File: src/rtl/trap_ctrl.sv
// Machine-mode trap/mret sequencer: accepts one exception, interrupt or mret in IDLE,
// then writes mepc/mcause/mtval/mstatus (or mstatus only) and issues a PC redirect.
module trap_ctrl #(
    parameter int unsigned CSR_ADDR_WIDTH = 12,
    parameter int unsigned RDATA_WIDTH    = 32
) (
    input  logic                      clk_in,
    input  logic                      reset_in,
    input  logic                      exc_req_in,
    input  logic [3:0]                exc_code_in,
    input  logic [RDATA_WIDTH-1:0]    exc_tval_in,
    input  logic [RDATA_WIDTH-1:0]    exc_pc_in,
    input  logic                      mret_req_in,
    input  logic                      meip_in,
    input  logic                      msip_in,
    input  logic                      mtip_in,
    input  logic [RDATA_WIDTH-1:0]    mstatus_in,
    input  logic [RDATA_WIDTH-1:0]    mie_in,
    input  logic [RDATA_WIDTH-1:0]    mtvec_in,
    input  logic [RDATA_WIDTH-1:0]    mepc_in,
    output logic                      exc_ack_out,
    output logic                      irq_ack_out,
    output logic                      mret_ack_out,
    output logic [CSR_ADDR_WIDTH-1:0] csr_waddr_out,
    output logic [RDATA_WIDTH-1:0]    csr_wdata_out,
    output logic                      csr_we_out,
    output logic                      redirect_valid_out,
    output logic [RDATA_WIDTH-1:0]    redirect_pc_out,
    output logic                      busy_out
);
    localparam int unsigned W = RDATA_WIDTH;
    localparam logic [CSR_ADDR_WIDTH-1:0] AddrMstatus = CSR_ADDR_WIDTH'(12'h300);
    localparam logic [CSR_ADDR_WIDTH-1:0] AddrMepc    = CSR_ADDR_WIDTH'(12'h341);
    localparam logic [CSR_ADDR_WIDTH-1:0] AddrMcause  = CSR_ADDR_WIDTH'(12'h342);
    localparam logic [CSR_ADDR_WIDTH-1:0] AddrMtval   = CSR_ADDR_WIDTH'(12'h343);

    typedef enum logic [2:0] {
        StIdle, StWrMepc, StWrMcause, StWrMtval, StWrMstatus, StMretMstatus, StRedirect
    } state_e;

    state_e         state_q;
    logic [W-1:0]   pc_q, cause_q, tval_q, mstatus_q, mtvec_q, mepc_q;

    logic           idle, irq_mei, irq_msi, irq_mti, irq_any;
    logic           take_exc, take_irq, take_mret;
    logic [3:0]     irq_code;
    logic [W-1:0]   cap_pc, cap_cause, cap_tval;
    logic [W-1:0]   trap_base, trap_target, mret_target;
    logic           unused_mie, unused_cause;

    function automatic logic [W-1:0] trap_mstatus(input logic [W-1:0] m);
        logic [W-1:0] r;
        r        = m;
        r[7]     = m[3];
        r[3]     = 1'b0;
        r[12:11] = 2'b11;
        return r;
    endfunction

    function automatic logic [W-1:0] mret_mstatus(input logic [W-1:0] m);
        logic [W-1:0] r;
        r        = m;
        r[3]     = m[7];
        r[7]     = 1'b1;
        r[12:11] = 2'b11;
        return r;
    endfunction

    // Acks are suppressed while reset is asserted since the accept edge would be discarded.
    assign idle      = (state_q == StIdle) && reset_in;
    assign irq_mei   = mstatus_in[3] & mie_in[11] & meip_in;
    assign irq_msi   = mstatus_in[3] & mie_in[3]  & msip_in;
    assign irq_mti   = mstatus_in[3] & mie_in[7]  & mtip_in;
    assign irq_any   = irq_mei | irq_msi | irq_mti;
    assign take_exc  = idle & exc_req_in;
    assign take_irq  = idle & ~exc_req_in & irq_any;
    assign take_mret = idle & ~exc_req_in & ~irq_any & mret_req_in;

    assign exc_ack_out  = take_exc;
    assign irq_ack_out  = take_irq;
    assign mret_ack_out = take_mret;
    assign busy_out     = (state_q != StIdle);

    assign irq_code  = irq_mei ? 4'd11 : (irq_msi ? 4'd3 : 4'd7);
    assign cap_pc    = take_irq ? exc_pc_in + W'(4) : exc_pc_in;
    assign cap_cause = take_irq ? {1'b1, {(W-5){1'b0}}, irq_code}
                                : {1'b0, {(W-5){1'b0}}, exc_code_in};
    assign cap_tval  = take_irq ? '0 : exc_tval_in;

    assign trap_base   = mtvec_q & ~W'(3);
    assign trap_target = (mtvec_q[1:0] == 2'b01 && cause_q[W-1])
                         ? trap_base + W'({cause_q[3:0], 2'b00}) : trap_base;
    assign mret_target = mepc_q & ~W'(3);

    assign unused_mie   = ^{mie_in[W-1:12], mie_in[10:8], mie_in[6:4], mie_in[2:0]};
    assign unused_cause = ^cause_q[W-2:4];

    always_ff @(posedge clk_in) begin
        if (!reset_in) begin
            state_q            <= StIdle;
            pc_q               <= '0;
            cause_q            <= '0;
            tval_q             <= '0;
            mstatus_q          <= '0;
            mtvec_q            <= '0;
            mepc_q             <= '0;
            csr_we_out         <= 1'b0;
            csr_waddr_out      <= '0;
            csr_wdata_out      <= '0;
            redirect_valid_out <= 1'b0;
            redirect_pc_out    <= '0;
        end else begin
            csr_we_out         <= 1'b0;
            csr_waddr_out      <= '0;
            csr_wdata_out      <= '0;
            redirect_valid_out <= 1'b0;
            redirect_pc_out    <= '0;
            unique case (state_q)
                StIdle: begin
                    if (take_exc || take_irq || take_mret) begin
                        pc_q      <= cap_pc;
                        cause_q   <= cap_cause;
                        tval_q    <= cap_tval;
                        mstatus_q <= mstatus_in;
                        mtvec_q   <= mtvec_in;
                        mepc_q    <= mepc_in;
                    end
                    if (take_exc || take_irq) begin
                        state_q       <= StWrMepc;
                        csr_we_out    <= 1'b1;
                        csr_waddr_out <= AddrMepc;
                        csr_wdata_out <= cap_pc & ~W'(3);
                    end else if (take_mret) begin
                        state_q       <= StMretMstatus;
                        csr_we_out    <= 1'b1;
                        csr_waddr_out <= AddrMstatus;
                        csr_wdata_out <= mret_mstatus(mstatus_in);
                    end
                end
                StWrMepc: begin
                    state_q       <= StWrMcause;
                    csr_we_out    <= 1'b1;
                    csr_waddr_out <= AddrMcause;
                    csr_wdata_out <= cause_q;
                end
                StWrMcause: begin
                    state_q       <= StWrMtval;
                    csr_we_out    <= 1'b1;
                    csr_waddr_out <= AddrMtval;
                    csr_wdata_out <= tval_q;
                end
                StWrMtval: begin
                    state_q       <= StWrMstatus;
                    csr_we_out    <= 1'b1;
                    csr_waddr_out <= AddrMstatus;
                    csr_wdata_out <= trap_mstatus(mstatus_q);
                end
                StWrMstatus: begin
                    state_q            <= StRedirect;
                    redirect_valid_out <= 1'b1;
                    redirect_pc_out    <= trap_target;
                end
                StMretMstatus: begin
                    state_q            <= StRedirect;
                    redirect_valid_out <= 1'b1;
                    redirect_pc_out    <= mret_target;
                end
                StRedirect: state_q <= StIdle;
                default:    state_q <= StIdle;
            endcase
        end
    end
endmodule

File: config.mk
export PLATFORM = sky130hd
export DESIGN_NAME = trap_ctrl
export DESIGN_NICKNAME = d
export VERILOG_FILES = /design/src/rtl/trap_ctrl.sv
export SDC_FILE = /design/constraint.sdc
export NUM_CORES = 1
export LEC_CHECK = 0
export CAP_MARGIN = 20
export CORE_MARGIN = 2
export CORE_UTILIZATION = 47
export CTS_CLUSTER_SIZE = 20
export DETAILED_ROUTE_END_ITERATION = 10
export GPL_ROUTABILITY_DRIVEN = 1
export MAX_ROUTING_LAYER = met4
export PLACE_DENSITY = 0.81
export SYNTH_ARGS = -nofsm -noshare
export SYNTH_HDL_FRONTEND = slang
export SYNTH_SLANG_ARGS = --single-unit
File: constraint.sdc
create_clock -name clk_in -period 2.65 [get_ports clk_in]
set_clock_uncertainty 0.15 [all_clocks]
set_input_delay 0.53 -clock clk_in [delete_from_list [all_inputs] [get_ports clk_in]]
set_output_delay 0.53 -clock clk_in [all_outputs]
set_load 0.02 [all_outputs]
==> impl_metrics.env <==
export IMPL_post_drt_via_cell_ratio=5.45
export IMPL_final_hold_worst_slack_ns=0.303
export IMPL_floorplan_die_width_um=141
export IMPL_n_fill_cell=1509
export IMPL_cts_root_buf="sky130_fd_sc_hd__clkbuf_16"
export IMPL_maxClockFrequency_mhz=385
export IMPL_die_h_um=141
export IMPL_tightest_slew_ns=0.946
export IMPL_seq_area_frac_synth_pct=44.9
export IMPL_pwr_share_seq_pct=41.7
export IMPL_grt_pass1_wl_mm=41.5
export IMPL_grt_pass1_vias=7956
export IMPL_dr_wl_met3_mm=2.02
export IMPL_post_route_min_period_ns=2.60
export IMPL_final_setup_tns_ns=0
export IMPL_max_stage_delay_ns=0.46
export IMPL_number_of_cts_inserted_buffers=17
export IMPL_m1WireLength_mm=11.8
export IMPL_hold_path_class="reg -> reg"
export IMPL_synth_top_area_share_pct=44.9
export IMPL_post_synth_num_cell_types=55
export IMPL_initial_utilization_pct=47.6
export IMPL_switching_power_summed_over_all_nets_mw=2.88
export IMPL_synth_main_ff_cell="sky130_fd_sc_hd__dfxtp_1"
export IMPL_antenna_found_initial=4
export IMPL_clock_tree_htree_level_count=4
export IMPL_syn_to_final_growth_pct=41.3
export IMPL_power_internal_mw=5.89
export IMPL_postSynthRegisterBits=199
export IMPL_yosysWarningCount=0
export IMPL_whs_path_depth=2
export IMPL_clkSlewWorstSetupHoldPaths_ns=0.07
export IMPL_slew_limit_headroom_pct=36.9
export IMPL_p_comb_share_pct=29.3
export IMPL_critPathArrivalTime_ns=1.92
export IMPL_vdd_drop_max_v=0.000489
export IMPL_cts_num_sinks=199
export IMPL_report_final_slew_viol_count=0
export IMPL_preCtsSetupSlack_ns=-0.340
export IMPL_routed_wl_mm=27.2
export IMPL_gp_congestion=0.898
export IMPL_number_of_enable_type_register_cells_in_the_synthesized_netlist=0
export IMPL_final_layout_size_suffix_gt1_share_pct=10.1
export IMPL_finalCritPeriodShare_pct=98.1
export IMPL_grt_max_degree=102
export IMPL_async_flop_share_pct=0
export IMPL_clock_latency_ns=0.44
export IMPL_total_leakage_power_nw=4.73
export IMPL_placedCellCount=1489
export IMPL_design_core_area_um2=18600
export IMPL_run_status="complete, no violations"
export IMPL_num_io_pins=285
export IMPL_final_common_cell="sky130_fd_sc_hd__clkdlybuf4s50_1"
export IMPL_dr_total_vias=8359
export IMPL_cts_hold_repair_buffers=0
export IMPL_top_layer_used="met4"
export IMPL_grt_overflow_total=0
export IMPL_critical_path_cell_chain="clkdlybuf4s50_1, a222oi_1, buf_4, buf_4, or3_4, clkinv_2, buf_4"
export IMPL_drc_errors=0
export IMPL_layout_nets=1491
export IMPL_critical_path_startpoint_type="primary input"
export IMPL_drtAntennaViolNets=0
export IMPL_endpoint_kind="output port"
export IMPL_final_cell_count_no_fill=1533
export IMPL_cellPowerDensity_nw_per_um2=699
export IMPL_cts_root_to_sink_buffers=2
export IMPL_final_hold_viol_count=0
export IMPL_path_max_fanout=2
export IMPL_synth_cells=1024
export IMPL_critPathMostFrequentCell="sky130_fd_sc_hd__buf_4"
export IMPL_number_of_cells_on_the_critical_path=7
export IMPL_worst_ep_required_time_ns=1.97
export IMPL_worst_slack_ns=0.0516
export IMPL_all_layer_gr_usage_pct=27.3
export IMPL_slowest_stage="sky130_fd_sc_hd__clkdlybuf4s50_1"
export IMPL_yosysTopAreaCell="sky130_fd_sc_hd__dfxtp_1"
export IMPL_area_of_the_mapped_netlist_um2=8880
export IMPL_cp_class="in -> out"
export IMPL_cp_buffers_inverters=5
export IMPL_tritoncts_clock_tree="yes"
export IMPL_pwr_share_clk_pct=29.1
export IMPL_rows=50
export IMPL_placement_io_buffers=240
export IMPL_wl_per_cell_um=17.7
export IMPL_first_pass_iters=6
export IMPL_dieArea_um2=20000
export IMPL_worst_reg_to_reg_cells=8
export IMPL_largest_cells_by_area_after_synthesis="sky130_fd_sc_hd__dfxtp_1 (45%), sky130_fd_sc_hd__nand2_1 (9.2%), sky130_fd_sc_hd__a21boi_1 (7.8%)"
export IMPL_sw_frac_of_total_pct=32.8
export IMPL_finalSetupViolCount=0
export IMPL_dpl_hpwl_mm=19.0
export IMPL_detail_route_iter0_violations=741
export IMPL_max_cap_violations=0
export IMPL_detailroute_wirelength_met2_mm=12.1
export IMPL_most_common_layout_cells="sky130_fd_sc_hd__clkdlybuf4s50_1 (230), sky130_fd_sc_hd__nand2_1 (218), sky130_fd_sc_hd__dfxtp_1 (198), sky130_fd_sc_hd__a21boi_1 (92), sky130_fd_sc_hd__nor2_1 (69)"
export IMPL_critical_path_top_delay_family="buffers and inverters"
export IMPL_syn_avg_cell_area_um2=8.67
export IMPL_final_core_util_pct=67.3
## layer usage
metal | vias to the layer above | GRT usage [%]
met5 | - | -
li1 | 4037 | -
met1 | 3881 | 35.6
met2 | 365 | 40.8
met4 | 0 | 12.9
met3 | 76 | 5.47
## area by class of cell
cell class | count | area (µm²) | area share [%]
diodes | 4 | 10.0 | 0.0798
inverters | 7 | 27.5 | 0.219
clock buffers | 18 | 439 | 3.50
well taps | 234 | 293 | 2.33
clock inverters | 14 | 135 | 1.08
flip-flops and latches | 199 | 3990 | 31.8
multi-input cells | 743 | 4570 | 36.4
repair buffers | 314 | 3090 | 24.6
## final timing paths
kind                                  endpoint                    start  slack, ns
setup reg to reg  csr_wdata_out[26]$_SDFF_PN0_  state_q[0]$_SDFFE_PN0P_       0.05
hold reg to reg        mepc_q[10]$_SDFFE_PN0P_  mepc_q[10]$_SDFFE_PN0P_       0.30
setup / recovery                   irq_ack_out                mie_in[7]       0.05
hold / removal         mepc_q[10]$_SDFFE_PN0P_  mepc_q[10]$_SDFFE_PN0P_       0.30
## registers in the layout (all words and copies together) (netlist names)
| signal | flops |
|---|---|
| csr_wdata_out | 32 |
| state_q | 3 |
| csr_waddr_out | 4 |
| redirect_valid_out | 1 |
| tval_q | 32 |
| cause_q | 5 |
| mepc_q | 30 |
| mtvec_q | 32 |
| csr_we_out | 1 |
| redirect_pc_out | 30 |
| mstatus_q | 29 |
## stage by stage
stage                     cell area (µm²)  total power [mW]
final                               12500              8.77
after global routing                12500              9.15
after CTS                           12500              8.76
after detailed placement            11900              6.24
after global placement              11900              6.19
after floorplan                      8910              5.08
## power by group through the flow
stage,combinational (mW),sequential (mW),clock [mW]
after global placement,2.49,3.70,0
final,2.57,3.66,2.55
after global routing,2.76,3.70,2.69
after floorplan,1.31,3.78,0
after CTS,2.54,3.65,2.57
after detailed placement,2.53,3.71,0
## logic make-up after synthesis
logic type / synth area share (%)
compound gates: 18.3
xor+xnor: 5.23
fa+ha+maj: 0.930
buf+inv: 4.47
flops: 44.9
mux: 5.82
other cells: 0.0422
simple gates: 20.3
## worst reg2reg max path: stages (launching register included)
cell                      delay [ns]
sky130_fd_sc_hd__dfxtp_4        0.36
sky130_fd_sc_hd__or4b_4         0.53
sky130_fd_sc_hd__buf_6          0.14
sky130_fd_sc_hd__or4_4          0.51
sky130_fd_sc_hd__nor3b_4        0.30
sky130_fd_sc_hd__buf_4          0.17
sky130_fd_sc_hd__nand3_1        0.08
sky130_fd_sc_hd__xor2_1         0.17
sky130_fd_sc_hd__o22ai_2        0.08
## cells in the mapped netlist (all sizes together), types with 4 or more instances
master,n
nand2,218
dfxtp,199
a21boi,92
nor2,70
clkbuf,55
mux2i,46
a21oi,36
a22o,33
xor2,29
buf,28
o22ai,25
nand3,24
xnor2,24
nand4,18
o21ai,17
and2,12
and3,11
and4,9
nor4,7
inv,6
nor3,6
a211oi,5
a222oi,5
ha,5
mux2,5
nand2b,5
nor4b,5
nor2b,4
## what timing repair did
action / 4_1_cts / 5_1_grt
pin swaps: 2 / 3
setup endpoints to repair: 4 / 7
gates resized for setup: 14 / 4
cloned: 0 / 0
setup buffers: 3 / 5
No activity file was read; power rests on OpenSTA's default activity.
